## src/rtl/riscv_cache_pkg.sv

```systemverilog
// Shared cache geometry helpers and the miss-handling FSM state type.
package riscv_cache_pkg;

   typedef enum logic [1:0] {
      ARMED,
      WAIT4BIU,
      FILL,
      RECOVER
   } state_t;

   function automatic int no_of_sets(input int size_kb, input int block_size, input int ways);
      return (size_kb * 1024 * 8) / (block_size * ways);
   endfunction

   function automatic int no_of_block_offset_bits(input int block_size);
      return $clog2(block_size / 8);
   endfunction

   function automatic int no_of_index_bits(input int size_kb, input int block_size, input int ways);
      return $clog2(no_of_sets(size_kb, block_size, ways));
   endfunction

   function automatic int no_of_tag_bits(input int plen, input int size_kb, input int block_size,
                                         input int ways);
      return plen - no_of_index_bits(size_kb, block_size, ways) - no_of_block_offset_bits(block_size);
   endfunction

endpackage

```

## src/rtl/riscv_cache_victim.sv

```systemverilog
// Replacement way choice: lowest invalid way, otherwise the round-robin pointer (one-hot out).
module riscv_cache_victim #(
   parameter int WAYS     = 2,
   parameter int PTR_BITS = 1
)(
   input  logic [WAYS-1:0]     i_valid,
   input  logic [PTR_BITS-1:0] i_ptr,
   output logic [WAYS-1:0]     o_way
);

   logic w_found;

   always_comb begin
      o_way   = '0;
      w_found = 1'b0;
      for (int w = 0; w < WAYS; w++) begin
         if (!w_found && !i_valid[w]) begin
            o_way[w] = 1'b1;
            w_found  = 1'b1;
         end
      end
      if (!w_found) begin
         for (int w = 0; w < WAYS; w++) begin
            if (PTR_BITS'(w) == i_ptr) o_way[w] = 1'b1;
         end
      end
   end

endmodule

```

## src/rtl/riscv_cache_hit.sv

```systemverilog
// Cache hit/miss stage: tag compare, write-through merge and read-miss line fill.
// Optional feature: define RISCV_CACHE_PERFCNT_EN to add hit_cnt_o / miss_cnt_o.
module riscv_cache_hit
   import riscv_cache_pkg::*;
#(
   parameter  int XLEN       = 32,
   parameter  int PLEN       = XLEN,
   parameter  int SIZE       = 64,
   parameter  int BLOCK_SIZE = 128,
   parameter  int WAYS       = 2,
   localparam int TAG_BITS   = no_of_tag_bits(PLEN, SIZE, BLOCK_SIZE, WAYS),
   localparam int IDX_BITS   = no_of_index_bits(SIZE, BLOCK_SIZE, WAYS)
)(
   input  logic                       clk_i,
   input  logic                       rst_i,
   input  logic                       flush_i,
   input  logic                       req_i,
   input  logic                       wreq_i,
   input  logic [PLEN-1:0]            adr_i,
   input  logic [XLEN/8-1:0]          be_i,
   input  logic [XLEN-1:0]            d_i,
   input  logic [TAG_BITS-1:0]        core_tag_i,
   input  logic [WAYS*TAG_BITS-1:0]   way_tag_i,
   input  logic [WAYS-1:0]            way_valid_i,
   input  logic [WAYS*BLOCK_SIZE-1:0] way_line_i,
   output logic                       stall_o,
   output logic                       ack_o,
   output logic [XLEN-1:0]            q_o,
   output logic                       biu_stb_o,
   output logic [PLEN-1:0]            biu_adr_o,
   input  logic                       biu_stb_ack_i,
   input  logic                       biu_d_ack_i,
   input  logic [XLEN-1:0]            biu_d_i,
   output logic                       fill_we_o,
   output logic [WAYS-1:0]            fill_way_o,
   output logic [IDX_BITS-1:0]        fill_idx_o,
   output logic [BLOCK_SIZE-1:0]      fill_line_o,
   output logic [TAG_BITS-1:0]        fill_tag_o
`ifdef RISCV_CACHE_PERFCNT_EN
   ,
   output logic [31:0]                hit_cnt_o,
   output logic [31:0]                miss_cnt_o
`endif
);

   localparam int BURST     = BLOCK_SIZE / XLEN;
   localparam int OFF_BITS  = no_of_block_offset_bits(BLOCK_SIZE);
   localparam int BYTE_BITS = $clog2(XLEN / 8);
   localparam int CNT_BITS  = (BURST > 1) ? $clog2(BURST) : 1;
   localparam int PTR_BITS  = (WAYS > 1) ? $clog2(WAYS) : 1;

   state_t                       r_state, w_next;
   logic [CNT_BITS-1:0]          r_cnt, r_word;
   logic [PTR_BITS-1:0]          r_rr;
   logic [PLEN-OFF_BITS-1:0]     r_line_adr;
   logic [TAG_BITS-1:0]          r_tag;
   logic [WAYS-1:0]              r_valid;
   logic [BLOCK_SIZE-1:0]        r_buf;
   logic                         r_flushed;

   logic [WAYS-1:0]              w_hit_way, w_hit_sel, w_victim;
   logic                         w_hit, w_take, w_start_miss, w_rd_hit_ack, w_recover_ack;
   logic [CNT_BITS-1:0]          w_word;
   logic [BLOCK_SIZE-1:0]        w_hit_line, w_merge;
   logic [XLEN-1:0]              w_hit_word, w_wr_word;

   logic                         w_stall, w_ack, w_stb, w_fill_we;
   logic [XLEN-1:0]              w_q;
   logic [PLEN-1:0]              w_biu_adr;
   logic [WAYS-1:0]              w_fill_way;
   logic [IDX_BITS-1:0]          w_fill_idx;
   logic [BLOCK_SIZE-1:0]        w_fill_line;
   logic [TAG_BITS-1:0]          w_fill_tag;

   // Descending scan so the lowest-index matching way wins a multi-way hit.
   always_comb begin
      w_hit_way  = '0;
      w_hit_sel  = '0;
      w_hit_line = '0;
      for (int w = 0; w < WAYS; w++) begin
         w_hit_way[w] = way_valid_i[w] && (way_tag_i[w*TAG_BITS +: TAG_BITS] == core_tag_i);
      end
      for (int w = WAYS - 1; w >= 0; w--) begin
         if (w_hit_way[w]) begin
            w_hit_sel    = '0;
            w_hit_sel[w] = 1'b1;
            w_hit_line   = way_line_i[w*BLOCK_SIZE +: BLOCK_SIZE];
         end
      end
   end

   assign w_hit         = req_i & (|w_hit_way);
   assign w_word        = adr_i[OFF_BITS-1:BYTE_BITS];
   assign w_hit_word    = w_hit_line[w_word*XLEN +: XLEN];
   assign w_take        = req_i & ~flush_i;
   assign w_start_miss  = (r_state == ARMED) & w_take & ~wreq_i & ~w_hit;
   assign w_rd_hit_ack  = (r_state == ARMED) & w_take & ~wreq_i & w_hit;
   assign w_recover_ack = (r_state == RECOVER) & ~(r_flushed | flush_i);

   always_comb begin
      w_wr_word = w_hit_word;
      for (int b = 0; b < XLEN / 8; b++) begin
         if (be_i[b]) w_wr_word[b*8 +: 8] = d_i[b*8 +: 8];
      end
      w_merge                        = w_hit_line;
      w_merge[w_word*XLEN +: XLEN]   = w_wr_word;
   end

   riscv_cache_victim #(
      .WAYS     (WAYS),
      .PTR_BITS (PTR_BITS)
   ) u_victim (
      .i_valid (r_valid),
      .i_ptr   (r_rr),
      .o_way   (w_victim)
   );

   always_comb begin
      w_next = r_state;
      case (r_state)
         ARMED:    if (w_start_miss) w_next = WAIT4BIU;
         WAIT4BIU: if (biu_stb_ack_i) w_next = FILL;
         FILL:     if (biu_d_ack_i && r_cnt == CNT_BITS'(BURST - 1)) w_next = RECOVER;
         RECOVER:  w_next = ARMED;
         default:  w_next = ARMED;
      endcase
   end

   always_comb begin
      w_stall     = 1'b0;
      w_ack       = 1'b0;
      w_q         = '0;
      w_stb       = 1'b0;
      w_biu_adr   = '0;
      w_fill_we   = 1'b0;
      w_fill_way  = '0;
      w_fill_idx  = '0;
      w_fill_line = '0;
      w_fill_tag  = '0;
      case (r_state)
         ARMED: begin
            if (w_take && wreq_i) begin
               w_ack = 1'b1;
               if (w_hit) begin
                  w_fill_we   = 1'b1;
                  w_fill_way  = w_hit_sel;
                  w_fill_idx  = adr_i[OFF_BITS +: IDX_BITS];
                  w_fill_line = w_merge;
                  w_fill_tag  = core_tag_i;
               end
            end else if (w_rd_hit_ack) begin
               w_ack = 1'b1;
               w_q   = w_hit_word;
            end
         end
         WAIT4BIU: begin
            w_stall   = 1'b1;
            w_stb     = 1'b1;
            w_biu_adr = {r_line_adr, {OFF_BITS{1'b0}}};
         end
         FILL: w_stall = 1'b1;
         RECOVER: begin
            w_stall     = 1'b1;
            w_fill_we   = 1'b1;
            w_fill_way  = w_victim;
            w_fill_idx  = r_line_adr[IDX_BITS-1:0];
            w_fill_line = r_buf;
            w_fill_tag  = r_tag;
            w_ack       = w_recover_ack;
            if (w_recover_ack) w_q = r_buf[r_word*XLEN +: XLEN];
         end
         default: w_stall = 1'b0;
      endcase
   end

   // Beats arrive lowest word first; shifting in from the top leaves beat 0 in word 0.
   always_ff @(posedge clk_i or posedge rst_i) begin
      if (rst_i) begin
         r_state    <= ARMED;
         r_cnt      <= '0;
         r_word     <= '0;
         r_rr       <= '0;
         r_line_adr <= '0;
         r_tag      <= '0;
         r_valid    <= '0;
         r_buf      <= '0;
         r_flushed  <= 1'b0;
      end else begin
         r_state <= w_next;
         case (r_state)
            ARMED: begin
               if (w_start_miss) begin
                  r_line_adr <= adr_i[PLEN-1:OFF_BITS];
                  r_word     <= w_word;
                  r_tag      <= core_tag_i;
                  r_valid    <= way_valid_i;
                  r_flushed  <= 1'b0;
               end
            end
            WAIT4BIU: if (flush_i) r_flushed <= 1'b1;
            FILL: begin
               if (flush_i) r_flushed <= 1'b1;
               if (biu_d_ack_i) begin
                  r_buf <= {biu_d_i, r_buf[BLOCK_SIZE-1:XLEN]};
                  r_cnt <= (r_cnt == CNT_BITS'(BURST - 1)) ? '0 : r_cnt + 1'b1;
               end
            end
            RECOVER: r_rr <= (r_rr == PTR_BITS'(WAYS - 1)) ? '0 : r_rr + 1'b1;
            default: r_rr <= r_rr;
         endcase
      end
   end

   assign stall_o     = ~rst_i & w_stall;
   assign ack_o       = ~rst_i & w_ack;
   assign q_o         = rst_i ? '0 : w_q;
   assign biu_stb_o   = ~rst_i & w_stb;
   assign biu_adr_o   = rst_i ? '0 : w_biu_adr;
   assign fill_we_o   = ~rst_i & w_fill_we;
   assign fill_way_o  = rst_i ? '0 : w_fill_way;
   assign fill_idx_o  = rst_i ? '0 : w_fill_idx;
   assign fill_line_o = rst_i ? '0 : w_fill_line;
   assign fill_tag_o  = rst_i ? '0 : w_fill_tag;

`ifdef RISCV_CACHE_PERFCNT_EN
   always_ff @(posedge clk_i or posedge rst_i) begin
      if (rst_i) begin
         hit_cnt_o  <= '0;
         miss_cnt_o <= '0;
      end else begin
         if (w_rd_hit_ack)  hit_cnt_o  <= hit_cnt_o + 32'd1;
         if (w_recover_ack) miss_cnt_o <= miss_cnt_o + 32'd1;
      end
   end
`endif

endmodule
```

## config.mk

```make
export PLATFORM = sky130hd
export DESIGN_NAME = riscv_cache_hit
export DESIGN_NICKNAME = d
export VERILOG_FILES = /design/src/rtl/riscv_cache_pkg.sv /design/src/rtl/riscv_cache_victim.sv /design/src/rtl/riscv_cache_hit.sv
export SDC_FILE = /design/constraint.sdc
export NUM_CORES = 1
export LEC_CHECK = 0
export BUFFER_PORTS_ARGS = -buffer_cell sky130_fd_sc_hd__buf_2
export CAP_MARGIN = 20
export CORE_AREA = 2 2 247 249
export CTS_CLUSTER_SIZE = 20
export DETAILED_ROUTE_END_ITERATION = 8
export DIE_AREA = 0 0 249 251
export GPL_ROUTABILITY_DRIVEN = 1
export REMOVE_ABC_BUFFERS = 1
export SYNTH_ARGS = -nofsm -noshare
export SYNTH_HDL_FRONTEND = slang
export SYNTH_SLANG_ARGS = --single-unit
```

## constraint.sdc

```tcl
create_clock -name clk_i -period 11.7 [get_ports clk_i]
set_clock_uncertainty 0.2 [all_clocks]
set_input_delay 2.925 -clock clk_i [delete_from_list [all_inputs] [get_ports clk_i]]
set_output_delay 2.925 -clock clk_i [all_outputs]
set_load 0.05 [all_outputs]
```

# Word level (Yosys, flattened, before mapping)

Index checks and enable logic that the tools add are counted.

Output and inout port bits: 226
Word-level logic and storage cells: 113
Bits in registers: 183
Bits of input ports: 416

Shift-type cells: 4
Add/subtract/negate cells: 3
Reductions and logical operators: 15
Bitwise operators: 17
Equal/unequal tests: 10
Multiplexer cells: 55

Operators with widths:

| kind                                                                      | number |
|---|---|
| 128-bit 2-to-1 mux                                                        | 5 |
| 128-bit one-hot mux with 2 select lines                                   | 1 |
| 128-bit by 8-bit variable part select with 32-bit output                  | 2 |
| 32-bit 2-to-1 mux                                                         | 6 |
| 128-bit bitwise mux                                                       | 1 |
| 32-bit by 34-bit variable shift with 128-bit output, first input constant | 1 |
| 32-bit by 34-bit variable part select with 128-bit output                 | 1 |
| 32-bit one-hot mux with 2 select lines                                    | 1 |
| 17-bit 2-to-1 mux                                                         | 3 |
| 17-bit equality test                                                      | 2 |
| 7-bit negator with 34-bit output                                          | 1 |
| 17-bit one-hot mux with 2 select lines                                    | 1 |
| 11-bit 2-to-1 mux                                                         | 3 |
| 8-bit 2-to-1 mux                                                          | 4 |
| 11-bit one-hot mux with 2 select lines                                    | 1 |
| 2-bit 2-to-1 mux                                                          | 10 |
| 1-bit 2-to-1 mux                                                          | 14 |
| 1-bit AND                                                                 | 11 |
| 2-bit one-hot mux with 4 select lines                                     | 1 |
| 2-bit equality test, second input constant                                | 3 |
| 2-bit != test, second input constant                                      | 3 |
| 1-bit one-hot mux with 2 select lines                                     | 3 |
| 3-bit AND reduction                                                       | 2 |
| 1-bit logical AND                                                         | 5 |
| other kinds (13)                                                          | 19 |

# Depth between registers and ports, before layout

Gate-level depths: netlist of the first run.

Depth in word-level cells: 12
Gate-level depth with buffers: 11
Depth with buffers taken out: 8

# Cells and area by module

A second synthesis of the first run with hierarchy kept.

Cells, all modules: 2125
Area, all modules: 17480.5 um2

By module, submodules not included:

| module             | seq. area each (um2) | times used | area an instance (um2) | cells each |
|---|---|---|---|---|
| riscv_cache_hit    | 4579.4               | 1          | 17464.2                | 2122 |
| riscv_cache_victim | 0.0                  | 1          | 16.3                   | 3 |

# Worst setup path before layout of the first run

Ideal clock, no wire load.

Path kind: input to output
Start point: input way_tag_i[9]
End point: output fill_line_o[86]
Data arrival time: 5.895 ns
Setup slack: 2.680 ns
Required time: 8.575 ns
Buffers on the path: 3
Stages: 10
Cell sequence: xnor2_1 -> nand4_1 -> or3_1 -> buf_2 -> nor2_4 -> o21ai_2 -> or4_1 -> buf_2 -> buf_6 -> o31ai_1

Word-level cells in the longest chain between the ends: 11
Elaborated cells between the ends (all ways): 16

RTL lines:

| element                                                   | RTL line               | source |
|---|---|---|
| from (decl)                                               | riscv_cache_hit.sv:23  | `input logic [WAYS*TAG_BITS-1:0] way_tag_i,` |
| 17-bit equality test (*)                                  | riscv_cache_hit.sv:81  | `w_hit_way[w] = way_valid_i[w] && (way_tag_i[w*TAG_BITS +: TAG_BITS] == core_tag_i);` |
| 1-bit logical AND (*)                                     | riscv_cache_hit.sv:81  |  |
| 128-bit 2-to-1 mux                                        | riscv_cache_hit.sv:84  | `if (w_hit_way[w]) begin` |
| 128-bit by 8-bit variable part select with 32-bit output  | riscv_cache_hit.sv:94  | `assign w_hit_word = w_hit_line[w_word*XLEN +: XLEN];` |
| 8-bit 2-to-1 mux                                          | riscv_cache_hit.sv:103 | `if (be_i[b]) w_wr_word[b*8 +: 8] = d_i[b*8 +: 8];` |
| 32-bit by 34-bit variable part select with 128-bit output | riscv_cache_hit.sv:106 | `w_merge[w_word*XLEN +: XLEN] = w_wr_word;` |
| 128-bit bitwise mux                                       | riscv_cache_hit.sv:106 |  |
| 128-bit 2-to-1 mux (*)                                    | riscv_cache_hit.sv:144 | `if (w_hit) begin` |
| 128-bit 2-to-1 mux (*)                                    | riscv_cache_hit.sv:142 | `if (w_take && wreq_i) begin` |
| 128-bit one-hot mux with 2 select lines (*)               | riscv_cache_hit.sv:140 | `case (r_state)` |
| 128-bit 2-to-1 mux (*)                                    | riscv_cache_hit.sv:222 | `assign fill_line_o = rst_i ? '0 : w_fill_line;` |
| to (decl)                                                 | riscv_cache_hit.sv:37  | `output logic [BLOCK_SIZE-1:0] fill_line_o,` |

Every way passes the cells marked *; elsewhere a longest branch is shown, timed or not.

# Worst setup path after layout of the first run

Start point: input core_tag_i[12]
End point: output fill_line_o[12]

Word-level cells in the longest chain between the ends: 12
Elaborated cells between the ends (all ways): 19

RTL lines:

| element                                                   | RTL line               | source |
|---|---|---|
| from (decl)                                               | riscv_cache_hit.sv:22  | `input logic [TAG_BITS-1:0] core_tag_i,` |
| 17-bit equality test                                      | riscv_cache_hit.sv:81  |  |
| 1-bit logical AND                                         | riscv_cache_hit.sv:81  |  |
| 128-bit 2-to-1 mux (2 in series)                          | riscv_cache_hit.sv:84  |  |
| 128-bit by 8-bit variable part select with 32-bit output  | riscv_cache_hit.sv:94  |  |
| 8-bit 2-to-1 mux                                          | riscv_cache_hit.sv:103 |  |
| 32-bit by 34-bit variable part select with 128-bit output | riscv_cache_hit.sv:106 |  |
| 128-bit bitwise mux                                       | riscv_cache_hit.sv:106 |  |
| 128-bit 2-to-1 mux (*)                                    | riscv_cache_hit.sv:144 |  |
| 128-bit 2-to-1 mux (*)                                    | riscv_cache_hit.sv:142 |  |
| 128-bit one-hot mux with 2 select lines (*)               | riscv_cache_hit.sv:140 |  |
| 128-bit 2-to-1 mux (*)                                    | riscv_cache_hit.sv:222 |  |

Marks and branches as above.

==> impl_metrics.env, run 1 <==
export IMPL_outcome="completed"
export IMPL_hold_start="r_rr"
export IMPL_root_buffer="clkbuf_16"
export IMPL_worstPathArrival_ns=6.84
export IMPL_tightest_slew_ns=1.05
export IMPL_layout_drive_gt1_share=0.438
export IMPL_synthCells=1739
export IMPL_fp_dieW_um=249
export IMPL_grt_overflow=0
export IMPL_vdd_ir_drop_max_mv=0.124
export IMPL_grt_pass1_vias=18000
export IMPL_cts_buffers_inserted=17
export IMPL_period_share=0.852
export IMPL_multi_input_area_um2=10400
export IMPL_post_synth_cell_area_avg_um2=9.03
export IMPL_io_buffer_count=635
export IMPL_syn2layout_area_growth_pct=28.7
export IMPL_fin_cells=3048
export IMPL_die_area_um2=62500
export IMPL_drv_cap=0
export IMPL_filler_cell_count=6220
export IMPL_place_inst=3005
export IMPL_postRouteAntennaNets=0
export IMPL_routed_wl_um=80900
export IMPL_crit_chain="buf_2, xor2_1, nor4_1, nand3_1, nor2_1, o21ai_2, or4_2, o31ai_1, buf_2"
export IMPL_ys_flop_type="dfrtp_1"
export IMPL_powerDensity_nw_per_um2=175
export IMPL_hold_path_end="r_rr"
export IMPL_die_height_um=251
export IMPL_drc=0
export IMPL_critPathKind="in -> out"
export IMPL_worstReg2RegEnd="r_buf[20]"
export IMPL_ys_warnings_count=0
export IMPL_synth_most_common_cell="a22oi_1"
export IMPL_antenna_found_initial=13
export IMPL_grt_pass1_wl_um=116000
export IMPL_cellLeakagePower_nw=8.82
export IMPL_ys_seq_elements=183
export IMPL_hold_path_depth=1
export IMPL_post_cts_resize_count=0
export IMPL_synth_largest_area_cell="dfrtp_1"
export IMPL_grt_max_degree=139
export IMPL_hold_class="reg -> reg"
export IMPL_regToRegSetupSlack_ns=8.54
export IMPL_r2r_worst_path_cells=6
export IMPL_timing_final_ws_setup_ns=1.73
export IMPL_row_count=90
export IMPL_num_vias=18300
export IMPL_synthArstFlopShare=1.00
export IMPL_fmax_mhz=100
export IMPL_maxSlewHeadroom=0.299
export IMPL_fin_area_um2=20200
export IMPL_seq_area_frac_synth=0.292
export IMPL_critPathSlowestCell="or4_2"
export IMPL_cts_setup_buffers=0
export IMPL_fin_nets=2668
export IMPL_clock_latency_ns=0.49
export IMPL_hold_buffers=0
export IMPL_htree_levels=4
export IMPL_numClockSinks=183
export IMPL_whs_ns=0.301
export IMPL_rsz0062_at_grt="false"
export IMPL_cts_tree="yes"
export IMPL_cp_common_cell="buf_2"
export IMPL_worstSetupStartpointType="input port"
export IMPL_synth_edf_count=0
export IMPL_core_area_um2=59800
export IMPL_maxSlewViolCount=0
export IMPL_synth_common_cells="184 x a22oi_1, 183 x dfrtp_1, 177 x mux2_2"
export IMPL_routedWlPerCell_um=26.5
export IMPL_ys_types=48
export IMPL_grt_usage=0.248
export IMPL_period_minus_slack_ns=9.97
export IMPL_placed_cell_area_um2=19600
export IMPL_synth_top_cell_area_share=0.292
export IMPL_pre_cts_ws_ns=1.66
export IMPL_cp_required_ns=8.58
export IMPL_firstDrtPassIters=6
export IMPL_end_kind="output pin"
export IMPL_final_util=0.338
export IMPL_io_pins=642
export IMPL_finalSetupTns_ns=0
export IMPL_hold_violations=0
export IMPL_clockBufferDepth=2
export IMPL_synthTopCellsByArea="dfrtp_1 29%, mux2_2 13%, a22oi_1 8.8%"
export IMPL_worst_path_largest_cell_delay_ns=1.10
export IMPL_routabilityCongestion=0.916
export IMPL_p_total_mw=3.53
export IMPL_initial_core_util=0.263
export IMPL_r2r_start="r_state[0]"
export IMPL_drt_iter0_drc=1753
export IMPL_hpwl_um=57500
export IMPL_seq_area_um2=4580
export IMPL_clk_pin_slew_worst_paths_ns=0.07
export IMPL_synth_area_um2=15700
export IMPL_setup_viol=0
export IMPL_cp_max_fo=23
export IMPL_vias_per_cell=6.00
## per-layer routing
metal | vias to the layer above | GRT usage | part of all wire
li1 | 7900 | - | -
met1 | 8993 | 0.306 | 0.39
met2 | 1181 | 0.417 | 0.48
met3 | 196 | 0.0613 | 0.097
met4 | 10 | 0.0909 | 0.033
met5 | - | 0 | 0.00079
## report_power, final
| part | leakage (nW) | switching [mW] | internal (mW) |
|---|---|---|---|
| Combinational | 6.32 | 0.878 | 0.722 |
| Clock | 0.295 | 0.298 | 0.328 |
| Sequential | 2.20 | 0.349 | 0.955 |
| Total | 8.82 | 1.53 | 2.01 |
## cells by family after synthesis
group | after synthesis | synth area share
AND/OR/NAND/NOR | 461 | 0.143
XOR/XNOR | 36 | 0.0201
multiplexers | 210 | 0.173
AO/OA/AOI/OAI | 625 | 0.309
adder cells (fa/ha/maj) | 10 | 0.00796
buffers and inverters | 213 | 0.0550
flip-flops | 183 | 0.292
other | 1 | 0.000239
## layout by cell type (no fill, tap or decap), drive strengths merged, types with 60 or more instances in the layout
cell / instances
o31ai: 97
mux2: 177
dfrtp: 183
nand3: 64
a221oi: 65
nand2: 170
a22oi: 185
a31oi: 60
o2111ai: 60
nor2: 69
a221o: 64
nor2b: 63
buf: 684
## sequential cells by signal (all words and copies together), names as in the netlist
signal / flops
r_buf: 128
r_cnt: 2
r_flushed: 1
r_line_adr: 28
r_rr: 1
r_state: 2
r_tag: 17
r_valid: 2
r_word: 2
## worst max-delay path, delay by kind of cell
| family | cells | cell delay [ns] |
|---|---|---|
| AOI/OAI and AO/OA | 2 | 0.83 |
| buffers and inverters | 2 | 0.50 |
| xor gates and xnor gates | 1 | 0.19 |
| and+or+nand+nor | 4 | 2.36 |
## area by class of cell
cell class / instances / share of cell area
Multi-Input combinational cell: 1346 / 0.515
Sequential cell: 183 / 0.227
Timing Repair Buffer: 684 / 0.177
Tap cell: 782 / 0.0484
Clock buffer: 19 / 0.0219
Clock inverter: 13 / 0.00786
Inverter: 10 / 0.00229
Antenna cell: 11 / 0.00136
## worst max path at each step
stage                         startpoint              end  slack, ns
after floorplan            way_tag_i[14]  fill_line_o[63]     -14.71
after global placement    core_tag_i[12]  fill_line_o[12]       1.66
after detailed placement  core_tag_i[12]  fill_line_o[12]       1.66
after CTS                 core_tag_i[12]  fill_line_o[12]       1.65
after global routing      core_tag_i[12]  fill_line_o[92]       1.56
final                     core_tag_i[12]  fill_line_o[12]       1.73
Power figures use the tool's default switching activity.
==> run 2, diff against run 1 <==
Clock period 11.7 ns to 12.46 ns, I/O delays scaled along.
==> run 2 against run 1 <==
  * Sequential power is 5% lower
  * First-iteration DRC count up 10%
  * Routed wire length decreased by 0.93%
  * Core utilization down 0.086 points
  * Combinational power fell by 6%
  * Final cell count barely moved
  * Power down 6.8%
  * Non-clock buffer count shrank 5
  * Register-to-register slack gained 0.88 ns
  * Final area decreased by 0.25%
  * Critical path type unchanged
  * Critical endpoint is now q_o[10]
  * Largest power group unchanged
==> impl_metrics.env, run 2 (synthesized netlist as in run 1, its figures left out) <==
export IMPL_multi_input_area_um2=10400
export IMPL_core_area_um2=59800
export IMPL_post_cts_resize_count=0
export IMPL_row_count=90
export IMPL_cp_max_fo=42
export IMPL_regMostFlops="r_buf"
export IMPL_fin_nets=2663
export IMPL_critPathSlowestCell="and3_4"
export IMPL_vias_per_cell=6.04
export IMPL_die_area_um2=62500
export IMPL_period_share=0.844
export IMPL_fin_area_um2=20200
export IMPL_reg_top3="r_buf: 128 flops, r_line_adr: 28 flops, r_tag: 17 flops"
export IMPL_setup_viol=0
export IMPL_clockBufferDepth=2
export IMPL_numClockSinks=183
export IMPL_cp_common_cell="buf_2"
export IMPL_outcome="completed"
export IMPL_critPathKind="in -> out"
export IMPL_cp_required_ns=9.14
export IMPL_hpwl_um=57400
export IMPL_rsz0062_at_grt="false"
export IMPL_fp_dieW_um=249
export IMPL_cts_buffers_inserted=17
export IMPL_hold_violations=0
export IMPL_drv_cap=0
export IMPL_routabilityCongestion=0.915
export IMPL_clock_latency_ns=0.49
export IMPL_r2r_worst_path_cells=5
export IMPL_hold_buffers=0
export IMPL_place_inst=3000
export IMPL_r2r_start="r_state[0]"
export IMPL_filler_cell_count=6251
export IMPL_powerDensity_nw_per_um2=163
export IMPL_startpoint="core_tag_i[12]"
export IMPL_io_buffer_count=635
export IMPL_endpoint="q_o[10]"
export IMPL_grt_usage=0.245
export IMPL_grt_overflow=0
export IMPL_seq_area_um2=4580
export IMPL_grt_pass1_vias=18100
export IMPL_fin_cells=3045
export IMPL_postRouteAntennaNets=0
export IMPL_vdd_ir_drop_max_mv=0.122
export IMPL_worstReg2RegEnd="r_buf[15]"
export IMPL_io_pins=642
export IMPL_worstPathArrival_ns=7.20
export IMPL_tightest_slew_ns=1.21
export IMPL_antenna_found_initial=21
export IMPL_routed_wl_um=80200
export IMPL_crit_chain="buf_2, xor2_1, nor4_1, and3_4, a22oi_2, nor2_1, nand2_2, o211ai_1, buf_2"
export IMPL_grt_pass1_wl_um=116000
export IMPL_cellLeakagePower_nw=8.79
export IMPL_syn2layout_area_growth_pct=28.4
export IMPL_layout_commonest_cell="buf_2"
export IMPL_drc=0
export IMPL_end_kind="output pin"
export IMPL_layout_common_cells="634 x buf_2, 184 x a22oi_1, 181 x dfrtp_1"
export IMPL_maxSlewViolCount=0
export IMPL_period_minus_slack_ns=10.51
export IMPL_final_util=0.337
export IMPL_hold_class="reg -> reg"
export IMPL_initial_core_util=0.263
export IMPL_num_vias=18400
export IMPL_placed_cell_area_um2=19600
export IMPL_firstDrtPassIters=6
export IMPL_htree_levels=4
export IMPL_cts_tree="yes"
export IMPL_regToRegSetupSlack_ns=9.42
export IMPL_largest_register_ffs=128
export IMPL_clk_pin_slew_worst_paths_ns=0.07
export IMPL_root_buffer="clkbuf_16"
export IMPL_cts_setup_buffers=0
export IMPL_worstSetupStartpointType="input port"
export IMPL_layout_drive_gt1_share=0.436
export IMPL_drt_iter0_drc=1931
export IMPL_die_height_um=251
export IMPL_maxSlewHeadroom=0.195
export IMPL_worst_path_largest_cell_delay_ns=0.77
export IMPL_routedWlPerCell_um=26.3
export IMPL_fmax_mhz=95.1
export IMPL_grt_max_degree=138
==> run 2: worst min path at each step <==
stage	startpoint	depth (start not counted)	slack, ns	endpoint
2_1_floorplan	r_rr	1	0.26	r_rr
3_3_place_gp	r_rr	1	0.27	r_rr
3_5_place_dp	r_rr	1	0.28	r_rr
4_1_cts	r_rr	1	0.29	r_rr
5_1_grt	r_rr	1	0.31	r_rr
6_report	r_rr	1	0.29	r_rr
==> run 2: where the power goes <==
| part | switching (mW) | total, mW | internal [mW] |
|---|---|---|---|
| clock network | 0.275 | 0.563 | 0.288 |
| logic | 0.819 | 1.50 | 0.676 |
| registers | 0.334 | 1.23 | 0.897 |
| total | 1.43 | 3.29 | 1.86 |
==> run 2: routing by layer <==
metal / GRT usage / routed length [um] / up-vias
li1: - / - / 7878
met1: 0.303 / 31600 / 9106
met2: 0.415 / 38000 / 1216
met3: 0.0572 / 7610 / 196
met4: 0.0949 / 2860 / 10
met5: 0 / 62 / -
==> run 2: area by class of cell <==
cell class / instances / share of cell area
multi-input cells: 1346 / 0.516
clock inverters: 13 / 0.00695
flip-flops and latches: 183 / 0.227
well taps: 782 / 0.0485
diodes: 13 / 0.00161
inverters: 10 / 0.00230
clock buffers: 19 / 0.0220
repair buffers: 679 / 0.175
==> run 2: worst max-delay path: cells and delay by family <==
kind            cells  cell delay, ns
compound gates      2            0.87
xor+xnor            1            0.18
buf+inv             2            0.50
simple gates        4            2.44
==> run 2: per-stage QoR <==
stage | setup TNS (ns) | power, mW | hold WS [ns] | worst slack, ns
floorplan | -1682.43 | 2.24 | 0.255 | -14.33
global placement | 0 | 2.67 | 0.269 | 1.99
detailed placement | 0 | 2.73 | 0.280 | 1.95
CTS | 0 | 3.30 | 0.293 | 1.93
global route | 0 | 3.46 | 0.307 | 1.88
finish | 0 | 3.29 | 0.288 | 1.95
